### src/rtl/grid_draw_engine.sv
// ---------------------------------------------------------------------------
// grid_draw_engine
//
// Upstream writer for the GridData cell buffer (GRID_W x GRID_H cells,
// COLOR_W-bit colour index per cell) scanned by the VGA controller. Drawing
// commands arrive over a valid/ready handshake. Each command is expanded
// into one GridData write per clock on the buffer's only write port.
//
// Commands (cmd_op):
//   00 CLEAR      write every cell, address 0 .. GRID_W*GRID_H-1
//   01 SET        write the single cell (x0,y0)
//   10 FILL_RECT  row-major scan of the normalised rectangle
//   11 NOP        no writes, done pulse only
//      (OUTLINE when GRID_DRAW_OUTLINE_EN is defined: same scan as
//       FILL_RECT, but only perimeter cells are written)
//
// Optional feature macro: GRID_DRAW_OUTLINE_EN
//
// Ports:
//   clock, reset                   clock, synchronous active-high reset
//   cmd_valid / cmd_ready          command handshake
//   cmd_op, cmd_x0/x1, cmd_y0/y1   opcode and rectangle corners
//   cmd_color                      colour index written by the command
//   wren/wraddress/data_gridData   GridData write port (registered)
//   busy                           command in progress
//   done                           one-cycle pulse, command completed
//   cmd_err                        one-cycle pulse, command rejected
// ---------------------------------------------------------------------------
module grid_draw_engine #(
   parameter int GRID_W  = 64,
   parameter int GRID_H  = 48,
   parameter int ADDR_W  = 12,
   parameter int COLOR_W = 4
) (
   input  logic               clock,
   input  logic               reset,
   input  logic               cmd_valid,
   output logic               cmd_ready,
   input  logic [1:0]         cmd_op,
   input  logic [5:0]         cmd_x0,
   input  logic [5:0]         cmd_x1,
   input  logic [5:0]         cmd_y0,
   input  logic [5:0]         cmd_y1,
   input  logic [COLOR_W-1:0] cmd_color,
   output logic               wren_gridData,
   output logic [ADDR_W-1:0]  wraddress_gridData,
   output logic [COLOR_W-1:0] data_gridData,
   output logic               busy,
   output logic               done,
   output logic               cmd_err
);

   localparam int CRD_W = 6;
   localparam int X_W   = $clog2(GRID_W);
   localparam logic [CRD_W-1:0] X_MAX = CRD_W'(GRID_W - 1);
   localparam logic [CRD_W-1:0] Y_MAX = CRD_W'(GRID_H - 1);

   typedef enum logic {S_IDLE, S_DRAW} state_t;
   typedef enum logic [1:0] {OP_CLEAR = 2'b00, OP_SET = 2'b01,
                             OP_FILL  = 2'b10, OP_EXT = 2'b11} op_t;

   // GRID_W is a power of two, so y*GRID_W + x is a shift-and-or.
   function automatic logic [ADDR_W-1:0] cell_addr(input logic [CRD_W-1:0] x,
                                                   input logic [CRD_W-1:0] y);
      return (ADDR_W'(y) << X_W) | ADDR_W'(x);
   endfunction

   state_t             state_q, state_d;
   logic [CRD_W-1:0]   x_q, y_q, x_d, y_d;
   logic [CRD_W-1:0]   x_lo_q, x_hi_q, y_lo_q, y_hi_q;
   logic [CRD_W-1:0]   x_lo_d, x_hi_d, y_lo_d, y_hi_d;
   logic               ready_d, wren_d, busy_d, done_d, err_d;
   logic [ADDR_W-1:0]  addr_d;
   logic [COLOR_W-1:0] data_d;
   logic [CRD_W-1:0]   nx, ny;
   logic               start, range_bad;
   logic [CRD_W-1:0]   n_x_lo, n_x_hi, n_y_lo, n_y_hi;

`ifdef GRID_DRAW_OUTLINE_EN
   logic outline_q, outline_d;

   function automatic logic on_edge(input logic [CRD_W-1:0] x, y, xl, xh, yl, yh);
      return (x == xl) || (x == xh) || (y == yl) || (y == yh);
   endfunction
`endif

   // Corner normalisation: swapped corners describe the same rectangle.
   assign n_x_lo = (cmd_x0 < cmd_x1) ? cmd_x0 : cmd_x1;
   assign n_x_hi = (cmd_x0 < cmd_x1) ? cmd_x1 : cmd_x0;
   assign n_y_lo = (cmd_y0 < cmd_y1) ? cmd_y0 : cmd_y1;
   assign n_y_hi = (cmd_y0 < cmd_y1) ? cmd_y1 : cmd_y0;

   assign range_bad = (32'(cmd_x0) >= GRID_W) || (32'(cmd_x1) >= GRID_W) ||
                      (32'(cmd_y0) >= GRID_H) || (32'(cmd_y1) >= GRID_H);

   // Next scan position: x wraps from x_hi back to x_lo and steps y.
   assign nx = (x_q == x_hi_q) ? x_lo_q : x_q + CRD_W'(1);
   assign ny = (x_q == x_hi_q) ? y_q + CRD_W'(1) : y_q;

   always_comb begin
      // NOTE: every signal gets a default first so no path leaves one
      // unassigned, which would otherwise infer a latch.
      state_d = state_q;
      x_d     = x_q;
      y_d     = y_q;
      x_lo_d  = x_lo_q;
      x_hi_d  = x_hi_q;
      y_lo_d  = y_lo_q;
      y_hi_d  = y_hi_q;
      ready_d = cmd_ready;
      wren_d  = 1'b0;
      addr_d  = wraddress_gridData;
      data_d  = data_gridData;
      busy_d  = busy;
      done_d  = 1'b0;
      err_d   = 1'b0;
      start   = 1'b0;
`ifdef GRID_DRAW_OUTLINE_EN
      outline_d = outline_q;
`endif

      unique case (state_q)
         S_IDLE: begin
            ready_d = 1'b1;
            busy_d  = 1'b0;
            if (cmd_valid && cmd_ready) begin
               x_lo_d = n_x_lo;
               x_hi_d = n_x_hi;
               y_lo_d = n_y_lo;
               y_hi_d = n_y_hi;
`ifdef GRID_DRAW_OUTLINE_EN
               outline_d = 1'b0;
`endif
               case (op_t'(cmd_op))
                  OP_CLEAR: begin
                     x_lo_d = '0;
                     x_hi_d = X_MAX;
                     y_lo_d = '0;
                     y_hi_d = Y_MAX;
                     start  = 1'b1;
                  end
                  OP_SET: begin
                     x_lo_d = cmd_x0;
                     x_hi_d = cmd_x0;
                     y_lo_d = cmd_y0;
                     y_hi_d = cmd_y0;
                     err_d  = range_bad;
                     start  = !range_bad;
                  end
                  OP_FILL: begin
                     err_d = range_bad;
                     start = !range_bad;
                  end
                  default: begin
`ifdef GRID_DRAW_OUTLINE_EN
                     outline_d = 1'b1;
                     err_d     = range_bad;
                     start     = !range_bad;
`else
                     // NOP: done next cycle, and ready drops for that cycle.
                     done_d  = 1'b1;
                     ready_d = 1'b0;
`endif
                  end
               endcase

               if (start) begin
                  // The first scanned cell is always written: it is a corner.
                  state_d = S_DRAW;
                  x_d     = x_lo_d;
                  y_d     = y_lo_d;
                  wren_d  = 1'b1;
                  addr_d  = cell_addr(x_lo_d, y_lo_d);
                  data_d  = cmd_color;
                  busy_d  = 1'b1;
                  ready_d = 1'b0;
               end
            end
         end

         S_DRAW: begin
            if ((x_q == x_hi_q) && (y_q == y_hi_q)) begin
               // Last cell was presented this cycle; ready again with done.
               state_d = S_IDLE;
               done_d  = 1'b1;
               busy_d  = 1'b0;
               ready_d = 1'b1;
            end else begin
               x_d    = nx;
               y_d    = ny;
               addr_d = cell_addr(nx, ny);
`ifdef GRID_DRAW_OUTLINE_EN
               wren_d = !outline_q || on_edge(nx, ny, x_lo_q, x_hi_q, y_lo_q, y_hi_q);
`else
               wren_d = 1'b1;
`endif
            end
         end

         default: state_d = S_IDLE;
      endcase
   end

   // NOTE: state is updated with non-blocking assignments so every register
   // samples the pre-edge values, independent of statement order.
   always_ff @(posedge clock) begin
      if (reset) begin
         state_q            <= S_IDLE;
         x_q                <= '0;
         y_q                <= '0;
         x_lo_q             <= '0;
         x_hi_q             <= '0;
         y_lo_q             <= '0;
         y_hi_q             <= '0;
         cmd_ready          <= 1'b1;
         wren_gridData      <= 1'b0;
         wraddress_gridData <= '0;
         data_gridData      <= '0;
         busy               <= 1'b0;
         done               <= 1'b0;
         cmd_err            <= 1'b0;
`ifdef GRID_DRAW_OUTLINE_EN
         outline_q          <= 1'b0;
`endif
      end else begin
         state_q            <= state_d;
         x_q                <= x_d;
         y_q                <= y_d;
         x_lo_q             <= x_lo_d;
         x_hi_q             <= x_hi_d;
         y_lo_q             <= y_lo_d;
         y_hi_q             <= y_hi_d;
         cmd_ready          <= ready_d;
         wren_gridData      <= wren_d;
         wraddress_gridData <= addr_d;
         data_gridData      <= data_d;
         busy               <= busy_d;
         done               <= done_d;
         cmd_err            <= err_d;
`ifdef GRID_DRAW_OUTLINE_EN
         outline_q          <= outline_d;
`endif
      end
   end

endmodule

### config.mk
export PLATFORM = sky130hd
export DESIGN_NAME = grid_draw_engine
export DESIGN_NICKNAME = d
export VERILOG_FILES = /design/src/rtl/grid_draw_engine.sv
export SDC_FILE = /design/constraint.sdc
export NUM_CORES = 1
export LEC_CHECK = 0
export BUFFER_PORTS_ARGS = -buffer_cell sky130_fd_sc_hd__buf_2
export CAP_MARGIN = 10
export CORE_MARGIN = 1.5
export CORE_UTILIZATION = 30
export DETAILED_ROUTE_END_ITERATION = 8
export SLEW_MARGIN = 40
export SYNTH_ARGS = -nofsm -noshare
export SYNTH_HDL_FRONTEND = slang
export SYNTH_SLANG_ARGS = --single-unit
### constraint.sdc
create_clock -name clock -period 2.69 [get_ports clock]
set_clock_uncertainty 0.15 [all_clocks]
set_input_delay 0.807 -clock clock [delete_from_list [all_inputs] [get_ports clock]]
set_output_delay 0.807 -clock clock [all_outputs]
set_load 0.01 [all_outputs]
==> impl_metrics.prom <==
# TYPE chip_impl_metric gauge
chip_impl_info{name="status",value="completed"} 1
chip_impl_metric{name="holdBufCountCts",unit=""} 0
chip_impl_metric{name="synth-async-reset-ratio",unit=""} 0
chip_impl_metric{name="required_time_worst_endpoint",unit="ns"} 2.75
chip_impl_metric{name="clock_insertion_delay_worst_skew",unit="ns"} 0.29
chip_impl_metric{name="worst_setup_hold_path_clk_slew",unit="ns"} 0.08
chip_impl_metric{name="clock_tree.buffer_depth",unit=""} 2
chip_impl_info{name="top_signal_layer_used",value="met4"} 1
chip_impl_metric{name="postSynthAreaPerCell",unit="µm²"} 8.21
chip_impl_info{name="cts_tree",value="done"} 1
chip_impl_metric{name="n_fill_cell",unit=""} 883
chip_impl_metric{name="post_cts.resized_instances",unit=""} 0
chip_impl_info{name="cp-start-kind",value="input port"} 1
chip_impl_metric{name="final_period_minus_worst_setup_slack",unit="ns"} 2.48
chip_impl_metric{name="setup_violations",unit=""} 0
chip_impl_info{name="worst_setup_path_startpoint",value="cmd_x1[5]"} 1
chip_impl_metric{name="met3RoutedLength",unit="µm"} 435
chip_impl_metric{name="grt_pass1_wl",unit="µm"} 13300
chip_impl_metric{name="synthesis.nets",unit=""} 368
chip_impl_metric{name="drt-vias-per-instance",unit=""} 5.28
chip_impl_info{name="cts_root_buf",value="sky130_fd_sc_hd__clkbuf_8"} 1
chip_impl_metric{name="nets",unit=""} 452
chip_impl_metric{name="wl_per_cell",unit="µm"} 15.6
chip_impl_metric{name="floorplan.die_area",unit="mm²"} 0.00933
chip_impl_metric{name="detail_route.wirelength",unit="µm"} 7970
chip_impl_metric{name="ant_nets",unit=""} 0
chip_impl_metric{name="grt_start_max_net_pins",unit=""} 25
chip_impl_metric{name="grt_usage",unit=""} 0.174
chip_impl_metric{name="power_total",unit="mW"} 1.91
chip_impl_metric{name="synthToLayoutAreaGrowth",unit="%"} 29.1
chip_impl_metric{name="post_synth_inst_count",unit=""} 320
chip_impl_metric{name="cts_setup_buffers",unit=""} 0
chip_impl_metric{name="postSynthRegisterBits",unit=""} 39
chip_impl_info{name="holdCritPathClass",value="register to register"} 1
chip_impl_metric{name="reg2regPathDepth",unit=""} 6
chip_impl_metric{name="critical_path.max_fanout",unit=""} 7
chip_impl_metric{name="drive_gt1_frac",unit=""} 0.299
chip_impl_info{name="setup_repair_after_global_routing_missed_its_margin",value="false"} 1
chip_impl_info{name="worst_setup_path_end_kind",value="register"} 1
chip_impl_metric{name="timing.final.ws_setup",unit="ns"} 0.209
chip_impl_metric{name="io_pins",unit=""} 54
chip_impl_metric{name="diodes",unit=""} 0
chip_impl_metric{name="fp-row-count",unit=""} 33
chip_impl_metric{name="final-hold-violation-count",unit=""} 0
chip_impl_info{name="r2r_start",value="wraddress_gridData[10]$_SDFFE_PP0P_"} 1
chip_impl_info{name="yosys_most_used_dff",value="sky130_fd_sc_hd__dfxtp_1"} 1
chip_impl_metric{name="finalInstanceArea",unit="mm²"} 0.00339
chip_impl_metric{name="critPathArrivalTime",unit="ns"} 2.54
chip_impl_metric{name="detailedRoute.firstPassIterationCount",unit=""} 4
chip_impl_metric{name="detailed_place.area",unit="mm²"} 0.00328
chip_impl_metric{name="synth_cell_type_count",unit=""} 57
chip_impl_metric{name="detail_route.iter0.violations",unit=""} 151
chip_impl_metric{name="grt.overflow.total",unit=""} 0
chip_impl_metric{name="port_buffers",unit=""} 53
chip_impl_metric{name="vdd.ir_drop.worst",unit="mV"} 0.174
chip_impl_metric{name="cellPowerDensity",unit="mW/mm²"} 562
chip_impl_metric{name="cts_inserted_buffers",unit=""} 5
chip_impl_metric{name="die_height",unit="µm"} 96.6
chip_impl_metric{name="floorplan.initialDensity",unit=""} 0.315
chip_impl_metric{name="final_min_period_over_clock_period",unit=""} 0.922
chip_impl_metric{name="detailedPlace.worstSlack",unit="ns"} -0.0759
chip_impl_metric{name="fmax",unit="GHz"} 0.403
chip_impl_metric{name="reg2reg_slack",unit="ns"} 0.41
chip_impl_metric{name="synth_edf_count",unit=""} 0
chip_impl_metric{name="slew_headroom",unit=""} 0.615
chip_impl_metric{name="drc",unit=""} 0
chip_impl_info{name="mostFrequentLayoutCell",value="sky130_fd_sc_hd__buf_2"} 1
chip_impl_metric{name="drv_cap",unit=""} 0
chip_impl_metric{name="place_hpwl",unit="µm"} 6140
chip_impl_info{name="most-common-layout-cells",value="53 x sky130_fd_sc_hd__buf_2, 43 x sky130_fd_sc_hd__buf_4, 39 x sky130_fd_sc_hd__dfxtp_1"} 1
chip_impl_metric{name="vias",unit=""} 2693
chip_impl_metric{name="gpl.final_weighted_congestion",unit=""} 0.826
chip_impl_metric{name="met1_length",unit="µm"} 3720
chip_impl_metric{name="syn-cell-area",unit="mm²"} 0.00263
chip_impl_metric{name="fin_hold_ws",unit="ns"} 0.308
chip_impl_metric{name="met2_wire_length",unit="µm"} 3730
chip_impl_metric{name="cellLeakagePower",unit="nW"} 1.52
chip_impl_metric{name="number_of_antenna_violations_at_the_first_check_in_global_routing",unit=""} 0
chip_impl_metric{name="cts_htree_levels",unit=""} 2
chip_impl_metric{name="core_area",unit="mm²"} 0.00834
chip_impl_metric{name="final-max-slew-violation-count",unit=""} 0
chip_impl_metric{name="floorplan.die.width",unit="µm"} 96.6
chip_impl_info{name="critPathCapture",value="wraddress_gridData[2]$_SDFFE_PP0P_"} 1
chip_impl_metric{name="yosysWarnings",unit=""} 0
chip_impl_metric{name="clkSinkCount",unit=""} 39
chip_impl_info{name="critical_path_class",value="input port to register"} 1
chip_impl_metric{name="tightestPinTransition",unit="ns"} 0.577
chip_impl_metric{name="ys_seq_area_frac",unit=""} 0.297
chip_impl_info{name="r2r-end",value="wraddress_gridData[9]$_SDFFE_PP0P_"} 1
chip_impl_metric{name="via_count_of_the_first_global_routing_pass",unit=""} 2601
## per-layer routing
layer / track usage / vias to the layer above
met5: 0 / -
met4: 0.0379 / 0
met3: 0.0340 / 6
met2: 0.285 / 82
met1: 0.237 / 1268
li1: - / 1337
## logic make-up (layout without fill, tap and decap cells)
group | after synthesis | count (layout) | share of synthesized area
xor gates and xnor gates | 17 | 17 | 0.0566
and+or+nand+nor | 93 | 93 | 0.190
DFF | 39 | 39 | 0.297
adders and majority gates | 15 | 15 | 0.0714
AOI/OAI and AO/OA | 98 | 98 | 0.240
muxes | 22 | 22 | 0.0861
buffers and inverters | 36 | 121 | 0.0581
## Yosys cell counts, types with 2 or more instances
master                     count  area share
sky130_fd_sc_hd__o211ai_1      4       0.011
sky130_fd_sc_hd__dfxtp_1      39        0.30
sky130_fd_sc_hd__nor2_1       16       0.023
sky130_fd_sc_hd__buf_6         2      0.0086
sky130_fd_sc_hd__inv_1        16       0.023
sky130_fd_sc_hd__a31oi_1       4      0.0095
sky130_fd_sc_hd__a21oi_1      34       0.065
sky130_fd_sc_hd__o21ai_0      25       0.048
sky130_fd_sc_hd__nor3_1        8       0.015
sky130_fd_sc_hd__ha_1         15       0.071
sky130_fd_sc_hd__a211oi_1      2      0.0057
sky130_fd_sc_hd__mux2_2        5       0.021
sky130_fd_sc_hd__nor4b_1       2      0.0067
sky130_fd_sc_hd__or4_1         2      0.0057
sky130_fd_sc_hd__and3_1        4      0.0095
sky130_fd_sc_hd__xnor2_1      13       0.043
sky130_fd_sc_hd__nor2b_1       2      0.0048
sky130_fd_sc_hd__and4b_1       2      0.0076
sky130_fd_sc_hd__a221oi_1      3       0.010
sky130_fd_sc_hd__o31ai_1       2      0.0057
sky130_fd_sc_hd__nand2b_1      2      0.0048
sky130_fd_sc_hd__nand2_1      25       0.036
sky130_fd_sc_hd__o21a_1        3      0.0086
sky130_fd_sc_hd__or3_1         2      0.0048
sky130_fd_sc_hd__nor3_2        2      0.0076
sky130_fd_sc_hd__nor4_1        6       0.014
sky130_fd_sc_hd__and2_1        6       0.014
sky130_fd_sc_hd__xor2_1        4       0.013
sky130_fd_sc_hd__nor2_2        2      0.0048
sky130_fd_sc_hd__nand4_1       3      0.0071
sky130_fd_sc_hd__mux2i_1      17       0.065
sky130_fd_sc_hd__clkbuf_1     16       0.023
sky130_fd_sc_hd__nand3_1       4      0.0076
sky130_fd_sc_hd__a22oi_1       2      0.0057
sky130_fd_sc_hd__o32ai_1       2      0.0067
sky130_fd_sc_hd__a31o_2        2      0.0067
sky130_fd_sc_hd__buf_2         2      0.0038
## sequential cells by signal, indices dropped and copies added, names as in the netlist
name                count
wraddress_gridData     12
x_hi_q                  6
x_lo_q                  6
y_hi_q                  6
data_gridData           4
busy                    1
cmd_err                 1
cmd_ready               1
done                    1
state_q                 1
## cell type report
class / count / area, µm² / share of cell area
clock buffer: 6 / 82.6 / 0.0243
clock inverter: 2 / 35.0 / 0.0103
inverter: 16 / 60.1 / 0.0177
multi-input combinational: 245 / 1700 / 0.500
sequential: 39 / 781 / 0.230
tap: 105 / 131 / 0.0387
timing repair buffer: 97 / 608 / 0.179
## report_power, final
part | leakage (nW) | switching, mW | total [mW] | internal [mW]
combinational | 1.14 | 0.382 | 0.691 | 0.310
clock | 0.0612 | 0.215 | 0.515 | 0.300
sequential | 0.321 | 0.0583 | 0.700 | 0.642
## worst max-delay path, stage by stage
cell	delay (ns)
sky130_fd_sc_hd__buf_2	0.09
sky130_fd_sc_hd__inv_1	0.06
sky130_fd_sc_hd__ha_1	0.31
sky130_fd_sc_hd__nand2_1	0.07
sky130_fd_sc_hd__o21a_1	0.20
sky130_fd_sc_hd__o21a_1	0.13
sky130_fd_sc_hd__buf_4	0.16
sky130_fd_sc_hd__nor4_1	0.28
sky130_fd_sc_hd__o31ai_1	0.16
sky130_fd_sc_hd__a311oi_1	0.26
## how the worst min path moves through the flow
stage	startpoint	end	slack, ns	cells past startpoint
2_1_floorplan	x_lo_q[1]$_SDFFE_PP0P_	x_lo_q[1]$_SDFFE_PP0P_	0.28	2
3_3_place_gp	x_lo_q[3]$_SDFFE_PP0P_	x_lo_q[3]$_SDFFE_PP0P_	0.30	2
3_5_place_dp	x_lo_q[4]$_SDFFE_PP0P_	x_lo_q[4]$_SDFFE_PP0P_	0.30	2
4_1_cts	x_lo_q[4]$_SDFFE_PP0P_	x_lo_q[4]$_SDFFE_PP0P_	0.31	2
5_1_grt	x_lo_q[4]$_SDFFE_PP0P_	x_lo_q[4]$_SDFFE_PP0P_	0.33	2
6_report	x_lo_q[4]$_SDFFE_PP0P_	x_lo_q[4]$_SDFFE_PP0P_	0.31	2
## per-stage QoR
stage          TNS (ns)  instances  utilization
5_1_grt               0        510        0.407
4_1_cts               0        510        0.407
3_3_place_gp     -0.308        502        0.393
6_report              0        510        0.407
3_5_place_dp     -0.257        502        0.393
2_1_floorplan         0        320            -
(Power assumes the default switching activity.)
